==> src/rtl/mult_div_unit.sv <==
// rtl/mult_div_unit.sv - multi-cycle signed multiply/divide unit with HI/LO result registers
//
// Computes a signed 2*WIDTH product (shift-add) or a signed quotient/remainder
// (restoring division) over WIDTH cycles, working on operand magnitudes and
// fixing the result signs on the final iteration.
//
// Ports:
//   clock     - clock, all state updates on the rising edge
//   reset     - synchronous active-high reset
//   start     - request pulse, accepted only while idle
//   op        - 0 = mult, 1 = div, sampled with start
//   a_in      - multiplicand / dividend, sampled with start
//   b_in      - multiplier / divisor, sampled with start
//   busy      - high while an operation is running or completing
//   done      - one-cycle completion pulse
//   div_zero  - one-cycle pulse alongside done when a div had a zero divisor
//   hi        - product upper half, or remainder
//   lo        - product lower half, or quotient

module mult_div_unit #(
    parameter int WIDTH = 32
) (
    input  logic             clock,
    input  logic             reset,
    input  logic             start,
    input  logic             op,
    input  logic [WIDTH-1:0] a_in,
    input  logic [WIDTH-1:0] b_in,
    output logic             busy,
    output logic             done,
    output logic             div_zero,
    output logic [WIDTH-1:0] hi,
    output logic [WIDTH-1:0] lo
);

    localparam int CW = (WIDTH > 1) ? $clog2(WIDTH) : 1;
    localparam logic [CW-1:0] LAST = CW'(WIDTH - 1);

    localparam logic [1:0] S_IDLE = 2'd0;
    localparam logic [1:0] S_RUN  = 2'd1;
    localparam logic [1:0] S_DONE = 2'd2;

    logic [1:0]         state_q, state_d;
    logic [CW-1:0]      cnt_q, cnt_d;
    logic               op_q, op_d;
    logic               neg_q, neg_d;          // quotient / product sign
    logic               rem_neg_q, rem_neg_d;  // remainder follows dividend sign
    logic [WIDTH-1:0]   opnd_q, opnd_d;        // multiplicand or divisor magnitude
    // Shared work register {upper[WIDTH:0], lower[WIDTH-1:0]}:
    //   mult: upper = running partial product, lower = multiplier being shifted out
    //   div:  upper = partial remainder,       lower = dividend shifting into quotient
    logic [2*WIDTH:0]   work_q, work_d;
    logic [WIDTH-1:0]   hi_q, hi_d;
    logic [WIDTH-1:0]   lo_q, lo_d;
    logic               div_zero_q, div_zero_d;

    logic [WIDTH-1:0]   a_mag, b_mag;
    logic [WIDTH:0]     upper;
    logic [WIDTH:0]     mul_sum;
    logic [WIDTH:0]     div_shift;
    logic [WIDTH+1:0]   div_diff;
    logic               div_ok;
    logic [2*WIDTH:0]   iter_next;
    logic [2*WIDTH-1:0] prod_mag, prod_signed;
    logic [WIDTH-1:0]   quot_mag, rem_mag;

    // Magnitude of the most negative value is representable as unsigned WIDTH bits.
    assign a_mag = a_in[WIDTH-1] ? (~a_in + 1'b1) : a_in;
    assign b_mag = b_in[WIDTH-1] ? (~b_in + 1'b1) : b_in;

    assign upper     = work_q[2*WIDTH:WIDTH];
    assign mul_sum   = work_q[0] ? (upper + {1'b0, opnd_q}) : upper;
    assign div_shift = {work_q[2*WIDTH-1:WIDTH], work_q[WIDTH-1]};
    // One extra bit so the trial subtraction's sign is unambiguous.
    assign div_diff  = {1'b0, div_shift} - {2'b00, opnd_q};
    assign div_ok    = ~div_diff[WIDTH+1];

    always_comb begin
        if (op_q) begin
            iter_next = {(div_ok ? div_diff[WIDTH:0] : div_shift),
                         work_q[WIDTH-2:0], div_ok};
        end else begin
            iter_next = {1'b0, mul_sum, work_q[WIDTH-1:1]};
        end
    end

    assign prod_mag    = iter_next[2*WIDTH-1:0];
    assign prod_signed = neg_q ? (~prod_mag + 1'b1) : prod_mag;
    assign quot_mag    = iter_next[WIDTH-1:0];
    assign rem_mag     = iter_next[2*WIDTH-1:WIDTH];

    always_comb begin
        state_d    = state_q;
        cnt_d      = cnt_q;
        op_d       = op_q;
        neg_d      = neg_q;
        rem_neg_d  = rem_neg_q;
        opnd_d     = opnd_q;
        work_d     = work_q;
        hi_d       = hi_q;
        lo_d       = lo_q;
        div_zero_d = 1'b0;

        case (state_q)
            S_IDLE: begin
                if (start) begin
                    op_d      = op;
                    neg_d     = a_in[WIDTH-1] ^ b_in[WIDTH-1];
                    rem_neg_d = a_in[WIDTH-1];
                    cnt_d     = '0;
                    opnd_d    = op ? b_mag : a_mag;
                    work_d    = {{(WIDTH+1){1'b0}}, (op ? a_mag : b_mag)};
                    if (op && (b_in == '0)) begin
                        state_d    = S_DONE;
                        div_zero_d = 1'b1;
                    end else begin
                        state_d = S_RUN;
                    end
                end
            end
            S_RUN: begin
                work_d = iter_next;
                cnt_d  = cnt_q + 1'b1;
                if (cnt_q == LAST) begin
                    cnt_d   = '0;
                    state_d = S_DONE;
                    if (op_q) begin
                        lo_d = neg_q ? (~quot_mag + 1'b1) : quot_mag;
                        hi_d = rem_neg_q ? (~rem_mag + 1'b1) : rem_mag;
                    end else begin
                        hi_d = prod_signed[2*WIDTH-1:WIDTH];
                        lo_d = prod_signed[WIDTH-1:0];
                    end
                end
            end
            S_DONE: begin
                state_d = S_IDLE;
            end
            default: begin
                state_d = S_IDLE;
            end
        endcase
    end

    always_ff @(posedge clock) begin
        if (reset) begin
            state_q    <= S_IDLE;
            cnt_q      <= '0;
            op_q       <= 1'b0;
            neg_q      <= 1'b0;
            rem_neg_q  <= 1'b0;
            opnd_q     <= '0;
            work_q     <= '0;
            hi_q       <= '0;
            lo_q       <= '0;
            div_zero_q <= 1'b0;
        end else begin
            state_q    <= state_d;
            cnt_q      <= cnt_d;
            op_q       <= op_d;
            neg_q      <= neg_d;
            rem_neg_q  <= rem_neg_d;
            opnd_q     <= opnd_d;
            work_q     <= work_d;
            hi_q       <= hi_d;
            lo_q       <= lo_d;
            div_zero_q <= div_zero_d;
        end
    end

    assign busy     = (state_q != S_IDLE);
    assign done     = (state_q == S_DONE);
    assign div_zero = div_zero_q;
    assign hi       = hi_q;
    assign lo       = lo_q;

endmodule

==> config.mk <==
export PLATFORM = sky130hd
export DESIGN_NAME = mult_div_unit
export DESIGN_NICKNAME = d
export VERILOG_FILES = /design/src/rtl/mult_div_unit.sv
export SDC_FILE = /design/constraint.sdc
export NUM_CORES = 1
export LEC_CHECK = 0
export ABC_AREA = 1
export CAP_MARGIN = 20
export CELL_PAD_IN_SITES_DETAIL_PLACEMENT = 0
export CELL_PAD_IN_SITES_GLOBAL_PLACEMENT = 2
export CORE_MARGIN = 5
export CORE_UTILIZATION = 34
export DETAILED_ROUTE_END_ITERATION = 8
export PLACE_DENSITY = 0.95
export SLEW_MARGIN = 20
export SYNTH_ARGS = -nofsm -noshare
export SYNTH_HDL_FRONTEND = slang
export SYNTH_SLANG_ARGS = --single-unit
==> constraint.sdc <==
create_clock -name clock -period 9.4 [get_ports clock]
set_input_delay 1.88 -clock clock [delete_from_list [all_inputs] [get_ports clock]]
set_output_delay 1.88 -clock clock [all_outputs]
set_load 0.1 [all_outputs]
**After elaboration in Yosys (flattened, before gate mapping)**

Index checks and enable logic that the tools add are counted.

- Word-level logic and storage cells: 64
- Output and inout port bits: 67
- Bits of input ports: 68
- Bits in registers: 172

- Reduce and logical (&&, ||, !) cells: 10
- Equality and inequality tests: 5
- Add/sub/neg operators: 8
- Muxes and demuxes: 22
- Bitwise logic cells: 9

Operators by type and width:

| kind | number |
|---|---|
| 2-to-1 mux 32 bit | 8 |
| 2-to-1 mux 65 bit | 2 |
| case mux 65 bit (2 select lines) | 1 |
| adder 32 x 1 -> 32 bit (second input constant) | 4 |
| inverter 32 bit | 4 |
| 2-to-1 mux 33 bit | 2 |
| adder 64 x 1 -> 64 bit (second input constant) | 1 |
| 2-to-1 mux 64 bit | 1 |
| inverter 64 bit | 1 |
| subtractor 33 x 32 -> 34 bit | 1 |
| adder 33 x 32 -> 33 bit | 1 |
| logical NOT 32 bit | 1 |
| 2-to-1 mux 5 bit | 2 |
| case mux 5 bit (2 select lines) | 1 |
| AND reduction 2 bit | 4 |
| 2-to-1 mux 2 bit | 3 |
| adder 5 x 1 -> 5 bit (second input constant) | 1 |
| == test 5 bit (second input constant) | 1 |
| inequality test 2 bit (second input constant) | 2 |
| case mux 2 bit (2 select lines) | 1 |
| nonzero test 2 bit | 2 |
| inverter 1 bit | 3 |
| OR reduction 3 bit | 1 |
| == test 2 x 1 -> 1 bit (second input constant) | 1 |
| 5 further kinds | 5 |

**Logic depth before layout (Yosys ltp)**

- Word-level depth: 7
- Mapped depth: 34
- Gate-level depth less buffers: 34

**Worst setup path after synthesis**

No wires, ideal clock.

- Path type: in2reg
- Start point: input port b_in[0]
- End point: register opnd_q[30]
- Slack: 5452 ps
- Required time: 9343 ps
- Setup time: 57 ps
- Stages on the path: 17
- Data arrival time: 3891 ps
- Path buffers: 0
- Cells stage by stage: inv_1 > ha_1 > inv_1 > nor4_1 > nand3_1 > nor3_1 > nand4_1 > nor2_1 > nand3_1 > nor2_1 > nand2_1 > o21ai_0 > xor2_1 > nand2_1 > nand3_1 > nand2_1 > inv_1

- Word-level cells in the longest chain between the ends: 4

Ends and longest elaborated chain:

| element | RTL line | RTL |
|---|---|---|
| from (decl) | 28 | `input logic [WIDTH-1:0] b_in,` |
| inverter 32 bit | 69 | `assign b_mag = b_in[WIDTH-1] ? (~b_in + 1'b1) : b_in;` |
| adder 32 x 1 -> 32 bit | 69 |  |
| 2-to-1 mux 32 bit | 69 |  |
| 2-to-1 mux 32 bit | 111 | `opnd_d = op ? b_mag : a_mag;` |
| to (signal assigned) | 163 | `opnd_q <= opnd_d;` |
| to (decl) | 48 | `logic [WIDTH-1:0] opnd_q, opnd_d;` |

No other way between the ends.
A chain may end at the register's enable or synchronous reset.

**Worst setup path in the final report**

- Start point: register opnd_q[16]
- End point: register hi_q[12], in the netlist hi[12]

- Word-level cells in the longest chain between the ends: 7
- Elaborated cells between the ends (all ways): 11
- Classes of those cells: add/sub (3); mux (5); bitwise (3)

Ends and longest elaborated chain:

| element | RTL line | RTL |
|---|---|---|
| subtractor 33 x 32 -> 34 bit * | 75 | `assign div_diff = {1'b0, div_shift} - {2'b00, opnd_q};` |
| 2-to-1 mux 33 bit or inverter 1 bit (tied branches) | 80, 76 |  |
| 2-to-1 mux 65 bit * | 79 | `if (op_q) begin` |
| inverter 64 bit or inverter 32 bit (tied branches) | 88, 129 |  |
| adder 64 x 1 -> 64 bit or adder 32 x 1 -> 32 bit (tied branches) | 88, 129 |  |
| 2-to-1 mux 64 bit or 2-to-1 mux 32 bit (tied branches) | 88, 129 |  |
| 2-to-1 mux 32 bit * | 127 | `if (op_q) begin` |
| to (signal assigned) | 165 | `hi_q <= hi_d;` |
| to (decl) | 53 | `logic [WIDTH-1:0] hi_q, hi_d;` |

Mark *: on every way between the ends. The rest lies on a longest branch, timed or not.

==> impl_metrics.env <==
export IMPL_finalSetupTns_ps=0
export IMPL_grt_pass1_wl_mm=115
export IMPL_die_width_um=237
export IMPL_hold_violations=0
export IMPL_fin_nets=3258
export IMPL_regArea_mm2=0.00345
export IMPL_fp_coreArea_mm2=0.0512
export IMPL_dpl_hpwl_mm=62.6
export IMPL_pwr_share_comb_pct=54.1
export IMPL_crit_path_start_kind="flip-flop"
export IMPL_firstDrtPassIters=6
export IMPL_final_common_cell="nand2_1"
export IMPL_outcome="completed"
export IMPL_antenna_found_initial=0
export IMPL_max_freq_ghz=0.203
export IMPL_final_max_slew_viol_count=0
export IMPL_path_clk_slew_ps=80
export IMPL_layout_common_cells="nand2_1, inv_1, nor2_1, nand3_1, dfxtp_1"
export IMPL_gp_congestion=1.01
export IMPL_multi_input_area_mm2=0.0116
export IMPL_synth_nets=3195
export IMPL_synth_async_sr_flop_share_pct=0
export IMPL_ir_drop_uv=92.7
export IMPL_ff2ff_setup_slack_ps=4460
export IMPL_die_h_um=237
export IMPL_crit_start="opnd_q[16]$_SDFFE_PP0P_"
export IMPL_drtIter0Drc=1674
export IMPL_cpMostUsedCell="nand2_1"
export IMPL_postSynthCellCount=3055
export IMPL_via_per_inst=5.23
export IMPL_maxUsedRoutingLayer="met4"
export IMPL_num_vias=19900
export IMPL_die_area_mm2=0.0561
export IMPL_clkLatencyLatePin_ps=470
export IMPL_antenna_left=0
export IMPL_clock_skew_ps=12.9
export IMPL_min_path_cells=2
export IMPL_post_cts_buffers=0
export IMPL_grt_pass1_vias=19000
export IMPL_gr_total_overflow=0
export IMPL_stdcell_area_mm2=0.0199
export IMPL_cts_hold_buf=0
export IMPL_wl_met1_mm=32.8
export IMPL_critical_path_arrival_ps=5290
export IMPL_grt_use_total_pct=26.5
export IMPL_drc=0
export IMPL_hold_path_class="flip-flop to flip-flop"
export IMPL_period_minus_slack_ps=4940
export IMPL_route_met3_wl_mm=3.85
export IMPL_clockBufferDepth=2
export IMPL_synthDistinctLibCells=60
export IMPL_p_sw_share_pct=51.0
export IMPL_io_buffer_count=134
export IMPL_power_mw=3.43
export IMPL_dp_cells=3779
export IMPL_avgRoutedWirePerCell_um=20.2
export IMPL_reg2reg_from="opnd_q[16]$_SDFFE_PP0P_"
export IMPL_timing_rr_end="hi[12]$_SDFFE_PP0P_"
export IMPL_synth_edff_count=0
export IMPL_initial_core_util_pct=34.2
export IMPL_root_buffer="clkbuf_16"
export IMPL_drive_above_1_share_pct=6.16
export IMPL_maxCapViolations=0
export IMPL_yosys_warnings=0
export IMPL_finalCritPeriodShare_pct=52.5
export IMPL_reg2reg_depth=31
export IMPL_cts_tree="built"
export IMPL_worst_slew_pin_transition_ps=1110
export IMPL_setup_viol=0
export IMPL_slowest_delay_ps=550
export IMPL_final_instance_count_excl_fill=3811
export IMPL_p_leak_nw=9.83
export IMPL_syn_to_final_growth_pct=13.7
export IMPL_clock_sinks=172
export IMPL_n_antenna_cell=0
export IMPL_synth_flop_cell="dfxtp_1"
export IMPL_pwr_share_clk_pct=21.7
export IMPL_switchingPower_mw=1.75
export IMPL_path_max_fanout=23
export IMPL_wl_met2_mm=36.7
export IMPL_grt_max_degree=111
export IMPL_num_io_pins=135
export IMPL_p_per_area_mw_per_mm2=172
export IMPL_path_class="flip-flop to flip-flop"
export IMPL_relSlewSlack_pct=25.8
export IMPL_final_core_util_pct=38.9
export IMPL_ys_seq_area_share_pct=19.7
export IMPL_htree_levels=4
export IMPL_seqPwrFrac_pct=24.2
export IMPL_cp_slowest_cell="dfxtp_1"
export IMPL_timing_critical_path_to="hi[12]$_SDFFE_PP0P_"
export IMPL_endpoint_kind="flip-flop"
export IMPL_power_internal_mw=1.68
export IMPL_dpl_cell_area_mm2=0.0193
export IMPL_synth_seq_cells=172
export IMPL_rsz0062_at_grt="false"
export IMPL_fillers=5705
export IMPL_cts_made_buffers=17
export IMPL_synth_area_per_cell_um2=5.73
export IMPL_cts_resized=0
export IMPL_drt_total_wl_mm=77.0
export IMPL_synthesis_area_mm2=0.0175
export IMPL_worstPathRequired_ps=9760
export IMPL_row_count=83
==> flip-flops by register name (all words and copies together), names as in the netlist <==
register,flops
rem_neg_q,1
div_zero,1
opnd_q,32
lo,32
hi,32
neg_q,1
cnt_q,5
op_q,1
work_q,65
state_q,2
==> cells by family after synthesis <==
family          after synthesis  synth area share [%]
compound gates              465                  16.0
fa+ha+maj                    72                  5.23
buf+inv                     623                  14.1
xor+xnor                    101                  5.06
simple gates               1622                  40.0
flops                       172                  19.7
==> worst min path at each step <==
| stage | startpoint | endpoint |
|---|---|---|
| finish | cnt_q[4]$_SDFFE_PP0P_ | cnt_q[4]$_SDFFE_PP0P_ |
| global route | cnt_q[4]$_SDFFE_PP0P_ | cnt_q[4]$_SDFFE_PP0P_ |
| CTS | cnt_q[4]$_SDFFE_PP0P_ | cnt_q[4]$_SDFFE_PP0P_ |
| detailed placement | cnt_q[4]$_SDFFE_PP0P_ | cnt_q[4]$_SDFFE_PP0P_ |
| global placement | cnt_q[4]$_SDFFE_PP0P_ | cnt_q[4]$_SDFFE_PP0P_ |
| floorplan | cnt_q[4]$_SDFFE_PP0P_ | cnt_q[4]$_SDFFE_PP0P_ |
==> through the flow <==
stage               worst slack, ps  hold WS [ps]
finish                         4460           482
global route                   4050           514
CTS                            4570           478
detailed placement             4260           469
global placement               4310           455
floorplan                      5450           445
==> critical path, delay by kind of cell (launching register included) <==
kind | cells | cell delay, ps
AND/OR/NAND/NOR | 18 | 2340
buffers and inverters | 6 | 450
adder cells (fa/ha/maj) | 2 | 600
flip-flops | 1 | 550
AO/OA/AOI/OAI | 5 | 860
==> synthesized netlist by cell type (11+ instances only) <==
library cell / n / share of area (%)
a21oi_1: 153 / 4.4
a31oi_1: 15 / 0.54
buf_1: 17 / 0.36
buf_2: 12 / 0.34
buf_6: 11 / 0.71
clkbuf_1: 63 / 1.4
dfxtp_1: 172 / 20
ha_1: 70 / 5.0
inv_1: 478 / 10
inv_2: 35 / 0.75
nand2_1: 934 / 20
nand2_2: 13 / 0.46
nand3_1: 178 / 5.1
nand3_2: 14 / 0.80
nand3b_1: 17 / 0.73
nand4_1: 47 / 1.7
nor2_1: 313 / 6.7
nor2_2: 27 / 0.97
nor3_1: 37 / 1.1
o211ai_1: 18 / 0.77
o21a_1: 20 / 0.86
o21ai_0: 116 / 3.3
o21ai_1: 30 / 0.86
o221ai_1: 28 / 1.4
o22ai_1: 21 / 0.75
xnor2_1: 18 / 0.90
xor2_1: 83 / 4.2
==> per-layer routing <==
layer  up-vias  track usage [%]
met3       142             3.21
met1      9283             33.8
met4         0             11.1
li1       9843                -
met2       674             45.3
met5         -                0
==> power by group through the flow <==
stage	Clock (mW)	Sequential, mW	Combinational (mW)
finish	0.744	0.829	1.85
global route	0.791	0.832	2.03
CTS	0.759	0.827	1.84
detailed placement	0	0.845	1.83
global placement	0	0.844	1.83
floorplan	0	0.809	1.29
==> final cells by class <==
type / instances / share of cell area [%]
Clock inverter: 14 / 0.761
Timing Repair Buffer: 152 / 7.39
Inverter: 515 / 9.72
Multi-Input combinational cell: 2260 / 58.4
Tap cell: 680 / 4.28
Sequential cell: 172 / 17.3
Clock buffer: 18 / 2.16
Note: power is estimated with default switching activity, not from simulation.
